--- src/rtl/mdu_pkg.sv ---
// mdu_pkg: shared definitions for the multiply/divide unit.
//   op_e     - operation encodings driven on the op input
//   state_e  - controller states
//   ITER_LAST, DIV0_LO - iteration bound and divide-by-zero quotient
//   mag32()  - two's-complement magnitude, applied only when is_signed is set
package mdu_pkg;

  typedef enum logic [1:0] {
    OP_MULT  = 2'b00,
    OP_MULTU = 2'b01,
    OP_DIV   = 2'b10,
    OP_DIVU  = 2'b11
  } op_e;

  typedef enum logic [1:0] {
    IDLE = 2'd0,
    CALC = 2'd1,
    FIX  = 2'd2
  } state_e;

  localparam logic [4:0]  ITER_LAST = 5'd31;
  localparam logic [31:0] DIV0_LO   = 32'hFFFF_FFFF;

  function automatic logic [31:0] mag32(input logic [31:0] v, input logic is_signed);
    return (is_signed && v[31]) ? (~v + 32'd1) : v;
  endfunction

endpackage

--- src/rtl/mult_div_unit_step.sv ---
// mdu_step: one combinational iteration of the multiply/divide datapath.
//   acc_i/acc_o   64-bit accumulator. Multiply: {partial product, multiplier}
//                 shifted right one bit per step. Divide: low 32 bits hold the
//                 dividend, shifted left while quotient bits enter at bit 0.
//   opnd_i        multiplicand magnitude or divisor magnitude
//   is_div_i      selects divide step (only with MDU_DIV_EN)
//   rem_i/rem_o   33-bit partial remainder (only with MDU_DIV_EN)
// Build option: MDU_DIV_EN adds the restoring-divide step.
module mdu_step (
`ifdef MDU_DIV_EN
  input  logic        is_div_i,
  input  logic [32:0] rem_i,
  output logic [32:0] rem_o,
`endif
  input  logic [63:0] acc_i,
  input  logic [31:0] opnd_i,
  output logic [63:0] acc_o
);

  // Carry of the add lands in bit 63 after the right shift.
  logic [32:0] sum;
  assign sum = {1'b0, acc_i[63:32]} + {1'b0, (acc_i[0] ? opnd_i : 32'd0)};

`ifdef MDU_DIV_EN
  logic [33:0] shifted;
  logic        ge;
  logic [32:0] diff;

  assign shifted = {rem_i, acc_i[31]};
  assign ge      = (shifted >= {2'b00, opnd_i});
  // When ge holds the true difference is below the divisor, so 33 bits suffice.
  assign diff    = shifted[32:0] - {1'b0, opnd_i};

  always_comb begin
    acc_o = {sum, acc_i[31:1]};
    rem_o = rem_i;
    if (is_div_i) begin
      acc_o = {acc_i[63:32], acc_i[30:0], ge};
      rem_o = ge ? diff : shifted[32:0];
    end
  end
`else
  assign acc_o = {sum, acc_i[31:1]};
`endif

endmodule

--- src/rtl/mult_div_unit.sv ---
// mult_div_unit: iterative 32-bit multiply/divide unit with HI/LO registers.
//   clk, rst_n       clock (rising edge), asynchronous active-low reset
//   start, op        launch MULT/MULTU/DIV/DIVU (sampled in IDLE only)
//   src_a, src_b     rs / rt operands, needed in the start cycle only
//   wr_hi, wr_lo     MTHI / MTLO write of src_a (IDLE only)
//   busy, done       registered status; done pulses one cycle on result
//   hi, lo           architectural HI / LO
// Build option: MDU_DIV_EN enables the divider; without it DIV/DIVU pass
// through FIX in one cycle and leave HI/LO untouched.
module mult_div_unit
  import mdu_pkg::*;
(
  input  logic        clk,
  input  logic        rst_n,
  input  logic        start,
  input  logic [1:0]  op,
  input  logic [31:0] src_a,
  input  logic [31:0] src_b,
  input  logic        wr_hi,
  input  logic        wr_lo,
  output logic        busy,
  output logic        done,
  output logic [31:0] hi,
  output logic [31:0] lo
);

  state_e      state_q, state_d;
  logic [4:0]  cnt_q, cnt_d;
  logic [63:0] acc_q, acc_d, step_acc, prod;
  logic [31:0] opnd_q, opnd_d;
  logic [31:0] hi_q, hi_d, lo_q, lo_d;
  logic        neg_lo_q, neg_lo_d;
  logic        is_div_q, is_div_d;
  logic        done_q, done_d;
  logic        op_signed, op_div;
  logic [31:0] mag_a, mag_b;
`ifdef MDU_DIV_EN
  logic [32:0] rem_q, rem_d, step_rem;
  logic        neg_hi_q, neg_hi_d;
  logic        div0_q, div0_d;
`endif

  assign op_div    = op[1];
  assign op_signed = (op == OP_MULT) || (op == OP_DIV);
  assign mag_a     = mag32(src_a, op_signed);
  assign mag_b     = mag32(src_b, op_signed);
  assign prod      = neg_lo_q ? (~acc_q + 64'd1) : acc_q;

  mdu_step u_step (
`ifdef MDU_DIV_EN
    .is_div_i (is_div_q),
    .rem_i    (rem_q),
    .rem_o    (step_rem),
`endif
    .acc_i    (acc_q),
    .opnd_i   (opnd_q),
    .acc_o    (step_acc)
  );

  always_comb begin
    state_d  = state_q;
    cnt_d    = cnt_q;
    acc_d    = acc_q;
    opnd_d   = opnd_q;
    hi_d     = hi_q;
    lo_d     = lo_q;
    neg_lo_d = neg_lo_q;
    is_div_d = is_div_q;
    done_d   = 1'b0;
`ifdef MDU_DIV_EN
    rem_d    = rem_q;
    neg_hi_d = neg_hi_q;
    div0_d   = div0_q;
`endif
    unique case (state_q)
      IDLE: begin
        if (wr_hi) hi_d = src_a;
        if (wr_lo) lo_d = src_a;
        if (start) begin
          cnt_d    = '0;
          is_div_d = op_div;
          neg_lo_d = op_signed & (src_a[31] ^ src_b[31]);
          // Multiply keeps the multiplier in the low half; divide keeps the dividend.
          acc_d    = {32'd0, (op_div ? mag_a : mag_b)};
          opnd_d   = op_div ? mag_b : mag_a;
`ifdef MDU_DIV_EN
          rem_d    = '0;
          neg_hi_d = op_signed & op_div & src_a[31];
          div0_d   = op_div & (src_b == 32'd0);
          state_d  = CALC;
`else
          state_d  = op_div ? FIX : CALC;
`endif
        end
      end
      CALC: begin
        acc_d = step_acc;
`ifdef MDU_DIV_EN
        rem_d = step_rem;
`endif
        cnt_d = cnt_q + 5'd1;
        if (cnt_q == ITER_LAST) state_d = FIX;
      end
      FIX: begin
        state_d = IDLE;
        done_d  = 1'b1;
        if (!is_div_q) begin
          hi_d = prod[63:32];
          lo_d = prod[31:0];
        end
`ifdef MDU_DIV_EN
        else begin
          // Divide-by-zero: all trial subtracts succeed, so the remainder path
          // already reproduces src_a; only the quotient needs overriding.
          lo_d = div0_q ? DIV0_LO : (neg_lo_q ? (~acc_q[31:0] + 32'd1) : acc_q[31:0]);
          hi_d = neg_hi_q ? (~rem_q[31:0] + 32'd1) : rem_q[31:0];
        end
`endif
      end
      default: state_d = IDLE;
    endcase
  end

  always_ff @(posedge clk or negedge rst_n) begin
    if (!rst_n) begin
      state_q  <= IDLE;
      cnt_q    <= '0;
      acc_q    <= '0;
      opnd_q   <= '0;
      hi_q     <= '0;
      lo_q     <= '0;
      neg_lo_q <= 1'b0;
      is_div_q <= 1'b0;
      done_q   <= 1'b0;
`ifdef MDU_DIV_EN
      rem_q    <= '0;
      neg_hi_q <= 1'b0;
      div0_q   <= 1'b0;
`endif
    end else begin
      state_q  <= state_d;
      cnt_q    <= cnt_d;
      acc_q    <= acc_d;
      opnd_q   <= opnd_d;
      hi_q     <= hi_d;
      lo_q     <= lo_d;
      neg_lo_q <= neg_lo_d;
      is_div_q <= is_div_d;
      done_q   <= done_d;
`ifdef MDU_DIV_EN
      rem_q    <= rem_d;
      neg_hi_q <= neg_hi_d;
      div0_q   <= div0_d;
`endif
    end
  end

  assign busy = (state_q != IDLE);
  assign done = done_q;
  assign hi   = hi_q;
  assign lo   = lo_q;

endmodule
--- config.mk ---
export PLATFORM = sky130hd
export DESIGN_NAME = mult_div_unit
export DESIGN_NICKNAME = d
export VERILOG_FILES = /design/src/rtl/mdu_pkg.sv /design/src/rtl/mult_div_unit_step.sv /design/src/rtl/mult_div_unit.sv
export SDC_FILE = /design/constraint.sdc
export NUM_CORES = 1
export LEC_CHECK = 0
export BUFFER_PORTS_ARGS = -buffer_cell sky130_fd_sc_hd__buf_2
export CAP_MARGIN = 20
export CELL_PAD_IN_SITES_DETAIL_PLACEMENT = 0
export CELL_PAD_IN_SITES_GLOBAL_PLACEMENT = 2
export CORE_ASPECT_RATIO = 0.5
export CORE_UTILIZATION = 30
export DETAILED_ROUTE_END_ITERATION = 10
export GPL_ROUTABILITY_DRIVEN = 0
export PLACE_DENSITY_LB_ADDON = 0.15
export SYNTH_ARGS = -nofsm -noshare
export SYNTH_HDL_FRONTEND = slang
export SYNTH_SLANG_ARGS = --single-unit
--- constraint.sdc ---
create_clock -name clk -period 7.4 [get_ports clk]
set_input_delay 0.37 -clock clk [delete_from_list [all_inputs] [get_ports clk]]
set_output_delay 0.37 -clock clk [all_outputs]
set_load 0.02 [all_outputs]
==> results.md <==
| Stage | Quantity | Value |
|:---|:---|:---|
| run status | Result of the run | complete, no violations |
| routing | Residual DRC | 0 |
| finish | Area overhead of the layout relative to synthesis | 14.7% |
| sta | Transition time at the pin with the least slew margin | 1040 ps |
| routing | Routed vias | 11249 |
| synthesis | Async set-or-reset flop fraction in the synthesized netlist | 100% |
| synthesis | Area leader, netlist | sky130_fd_sc_hd__dfrtp_1 |
| placed design | Total cell area at the placement stage | 0.0129 sq mm |
| synthesis | Syn_area_per_cell | 8.28 sq um |
| pwr | Total internal power | 2.91 mW |
| cts | # H-tree levels | 4 |
| sta | Total setup violations reported at the end of the flow | 0 |
| sta | Total negative slack for setup checks | 0 ps |
| synthesis | Proportion of synthesized chip area in sequential cells | 36.2% |
| worst hold path | Worst min-delay path endpoint | neg_lo_q |
| sta | Final Worst Setup Slack | 3730 ps |
| pwr | Pwr Density | 431 mW/mm^2 |
| worst setup path | Cells along the critical path | buf_4 -> and2_1 -> ha_1 -> inv_1 -> fa_1 -> nand2b_1 -> a21oi_1 -> o211ai_1 -> o221ai_1 -> a31oi_1 -> o21ai_0 -> nand4b_1 -> a41oi_1 |
| placed design | Total half-perimeter wirelength after legalization and detailed placement | 37.5 mm |
| routing | Number of vias per cell | 5.53 |
| global routing | GR Overflow Total | 0 |
| worst setup path | Reg-to-reg startpoint | acc_q[0] |
| synthesis | Primary flip-flop cell chosen by synthesis mapping | sky130_fd_sc_hd__dfrtp_1 |
| worst hold path | Min-delay worst type | input port to flip-flop |
| flow run | Max-cap viol count | 0 |
| pwr | Share of total power in the clock network | 16.1% |
| cts | Register clock-pin slew on the reported worst setup and hold paths | 80 ps |
| routing | Detail-routed net length per standard cell | 23.5 um |
| worst hold path | Hold Startpoint | op[0] |
| finish | Layout cells sized above 1 | 13.7% |
| worst setup path | Startpoint class of the critical path | flip-flop |
| routing | Drt first pass iters | 5 |
| finish | Diodes inserted | 0 |
| global routing | Number of antenna violations at the first check in global routing | 6 |
| pwr | Sw frac | 50.0% |
| die | Chip Height | 142 um |
| synthesis | Cells after synthesis | 1419 |
| synthesis | Share of Yosys cell area claimed by the top area cell type | 36.2% |
| worst setup path | Library cell contributing the largest single delay on the critical path | sky130_fd_sc_hd__dfrtp_1 |
| worst setup path | Crit Reg-Reg Endpoint | acc_q[61] |
| cts | PostCTS Resize Cnt | 0 |
| sta | Highest clock rate | 273 MHz |
| worst hold path | Worst hold path cell count | 2 |
| routing | Initial DRC Count | 938 |
| worst setup path | Cell depth of the worst flop-to-flop path | 13 |
| routing | Total wirelength of the detailed-routed design | 47.8 mm |
| cts | Number of post-CTS setup repair buffers | 0 |
| finish | Post-route core utilization | 35.5% |
| synthesis | EDFF count, synth | 0 |
| worst setup path | Crit-path max FO | 30 |
| pwr | Reg power frac | 33.0% |
| die | Horizontal extent of the die | 282 um |
| finish | Final design area excluding fillers | 0.0135 sq mm |
| cts | Number of buffers inserted during clock tree synthesis | 17 |
| cts | CTS Root Cell | sky130_fd_sc_hd__clkbuf_16 |
| pwr | Static Leakage | 5.70 nW |
| placed design | Number of cells in the design after placement | 2001 |
| synthesis | Flip-flop and latch count after synthesis | 170 |
| pwr | Switching power of the nets | 2.91 mW |
| cts | Clock sink count | 170 |
| cts | Source-to-sink clock delay at the later pin of the worst-skew pair | 460 ps |
| worst setup path | First element of the critical path | acc_q[0] |
| pwr | Worst IR Drop VDD | 0.194 mV |
| sta | Final min period | 3670 ps |
| global routing | Global-route wire length before repair | 70.9 mm |
| global routing | Vias in the first global route | 10857 |
| pwr | Total Power Consumption | 5.81 mW |
| finish | Final cell count without fillers | 2034 |
| synthesis | Number of nets in the synthesized netlist | 1528 |
| cts | CTS tree | built |
| worst setup path | Critical path class | flip-flop to flip-flop |
| worst setup path | Reg2reg setup slack | 3730 ps |
| worst setup path | Kind of end point of the critical path | flip-flop |
| sta | Final Slew Violations | 0 |
| placed design | Number of buffers inserted by port buffering | 136 |
| placed design | Pre-CTS setup slack | 3830 ps |
| die | Row cnt | 50 |
| sta | RSZ-0062 raised after global routing | false |
| sta | WHS | 198 ps |
| sta | Endpoints failing hold | 0 |
| sta | Slew margin rel. | 30.8% |
| die | Starting utilization of the core area | 31.0% |
| global routing | Total routing resource utilization after global routing | 24.2% |
| cts | CTS Buffer Depth | 2 |
| die | Area of the placeable core | 0.0380 sq mm |
| worst setup path | Cell family with the largest share of critical-path delay | compound AO/OA/AOI/OAI gates |
| worst setup path | Arrival time at the worst endpoint | 4050 ps |
| worst setup path | Levels on crit path | 13 |
| sta | Skew final | 15.8 ps |
| pwr | Power share of the combinational group | 50.9% |
| die | I/O Pins | 137 |
| synthesis | Number of distinct library cells after synthesis | 65 |
| synthesis | Top post-synthesis cells by area | sky130_fd_sc_hd__dfrtp_1 36%, sky130_fd_sc_hd__o21ai_0 5.7%, sky130_fd_sc_hd__xor2_1 5.7% |
| finish | NumNets Final | 1610 |
| routing | Number of nets with antenna violations after detailed routing | 0 |
| worst setup path | Maximum cell stage delay along the critical path | 570 ps |
| worst setup path | CP Data Required Time | 7780 ps |
| worst setup path | Buf/Inv on CP | 2 |
| synthesis | Number of synthesis warnings | 0 |
| global routing | Largest net degree at the start of global routing | 86 |
| die | Die area | 0.0400 sq mm |
| finish | Layout filler cell count | 4004 |
| synthesis | Synthesized area | 0.0118 sq mm |
| sta | Final Cycle Share | 49.6% |
final cells by class:
type / instances / area [sq um] / area share (%)
inverter: 20 / 75.1 / 0.557
clock inverter: 15 / 155 / 1.15
timing repair buffer: 153 / 821 / 6.08
clock buffer: 17 / 425 / 3.15
multi-input combinational: 1139 / 7110 / 52.7
sequential: 170 / 4260 / 31.5
tap: 520 / 651 / 4.82
repair_timing:
item | CTS | global route
setup endpoints to repair | 0 | 0
hold buffers | 1 | 0
hold endpoints to repair | 69 | 0
worst max-delay path by stage:
stage	endpoint	slack, ps
2_1_floorplan	acc_q[61]	4400
3_3_place_gp	acc_q[61]	3880
3_5_place_dp	acc_q[61]	3830
4_1_cts	acc_q[61]	3800
5_1_grt	acc_q[61]	3480
6_report	acc_q[61]	3730
registers in the layout (all words and copies together), names as in the netlist:
register and cells:
acc_q 64, hi 32, lo 32, opnd_q 32
cnt_q 5, state_q 2, done 1, is_div_q 1
neg_lo_q 1
cell families (layout without fill, tap and decap cells):
family          Yosys count  count (layout)  synth area share [%]
mux                       5               5                 0.436
compound gates          453             453                  24.8
simple gates            494             494                  19.8
fa+ha+maj                38              38                  4.11
buf+inv                 110             205                  3.51
xor+xnor                149             149                  11.1
flops                   170             170                  36.2
power by group through the flow:
stage | Sequential, mW | Combinational [mW] | Clock (mW)
CTS | 1.90 | 2.97 | 0.954
detailed placement | 1.92 | 2.95 | 0
global route | 1.96 | 3.26 | 0.997
global placement | 1.91 | 2.95 | 0
floorplan | 1.86 | 1.86 | 0
finish | 1.92 | 2.96 | 0.938
cell usage in the layout, fill, tap and decap left out, types with 17 or more instances in the layout:
cell                        count
sky130_fd_sc_hd__a21o_1        25
sky130_fd_sc_hd__or3_1         19
sky130_fd_sc_hd__ha_1          37
sky130_fd_sc_hd__xnor2_1       73
sky130_fd_sc_hd__xor2_1        76
sky130_fd_sc_hd__o31ai_1       59
sky130_fd_sc_hd__nor3_1        17
sky130_fd_sc_hd__a22oi_1       26
sky130_fd_sc_hd__nor2_1       138
sky130_fd_sc_hd__buf_2        135
sky130_fd_sc_hd__nand2_1      165
sky130_fd_sc_hd__a21oi_1       91
sky130_fd_sc_hd__and2_1        36
sky130_fd_sc_hd__nand3_1       27
sky130_fd_sc_hd__o21ai_0      135
sky130_fd_sc_hd__dfrtp_1      169
sky130_fd_sc_hd__o221ai_1      25
sky130_fd_sc_hd__clkbuf_16     17
sky130_fd_sc_hd__inv_1         19
cell usage after synthesis (all sizes together) (7+ instances only):
master and count:
dfrtp 170, nand2 166, nor2 139, o21ai 137, a21oi 92, clkbuf 85, xor2 76, xnor2 73
o31ai 59, ha 37, and2 36, nand3 28, a21o 26, a22oi 26, o221ai 25, or3 22
inv 20, nor3 17, a211oi 16, o41ai 15, or4 14, nand2b 13, and3 11, nand4 11
nor4 10, or2 10, a221oi 9, nor2b 8, o211ai 8, a31oi 7, o21a 7
layer usage:
metal	global-route usage (%)	vias up	share of wire (%)
met3	6.83	40	7.4
met5	0	-	0.059
met1	34.3	5609	48
li1	-	5288	-
met4	5.01	4	1.2
met2	36.3	308	44
Power figures use the tool's default switching activity.
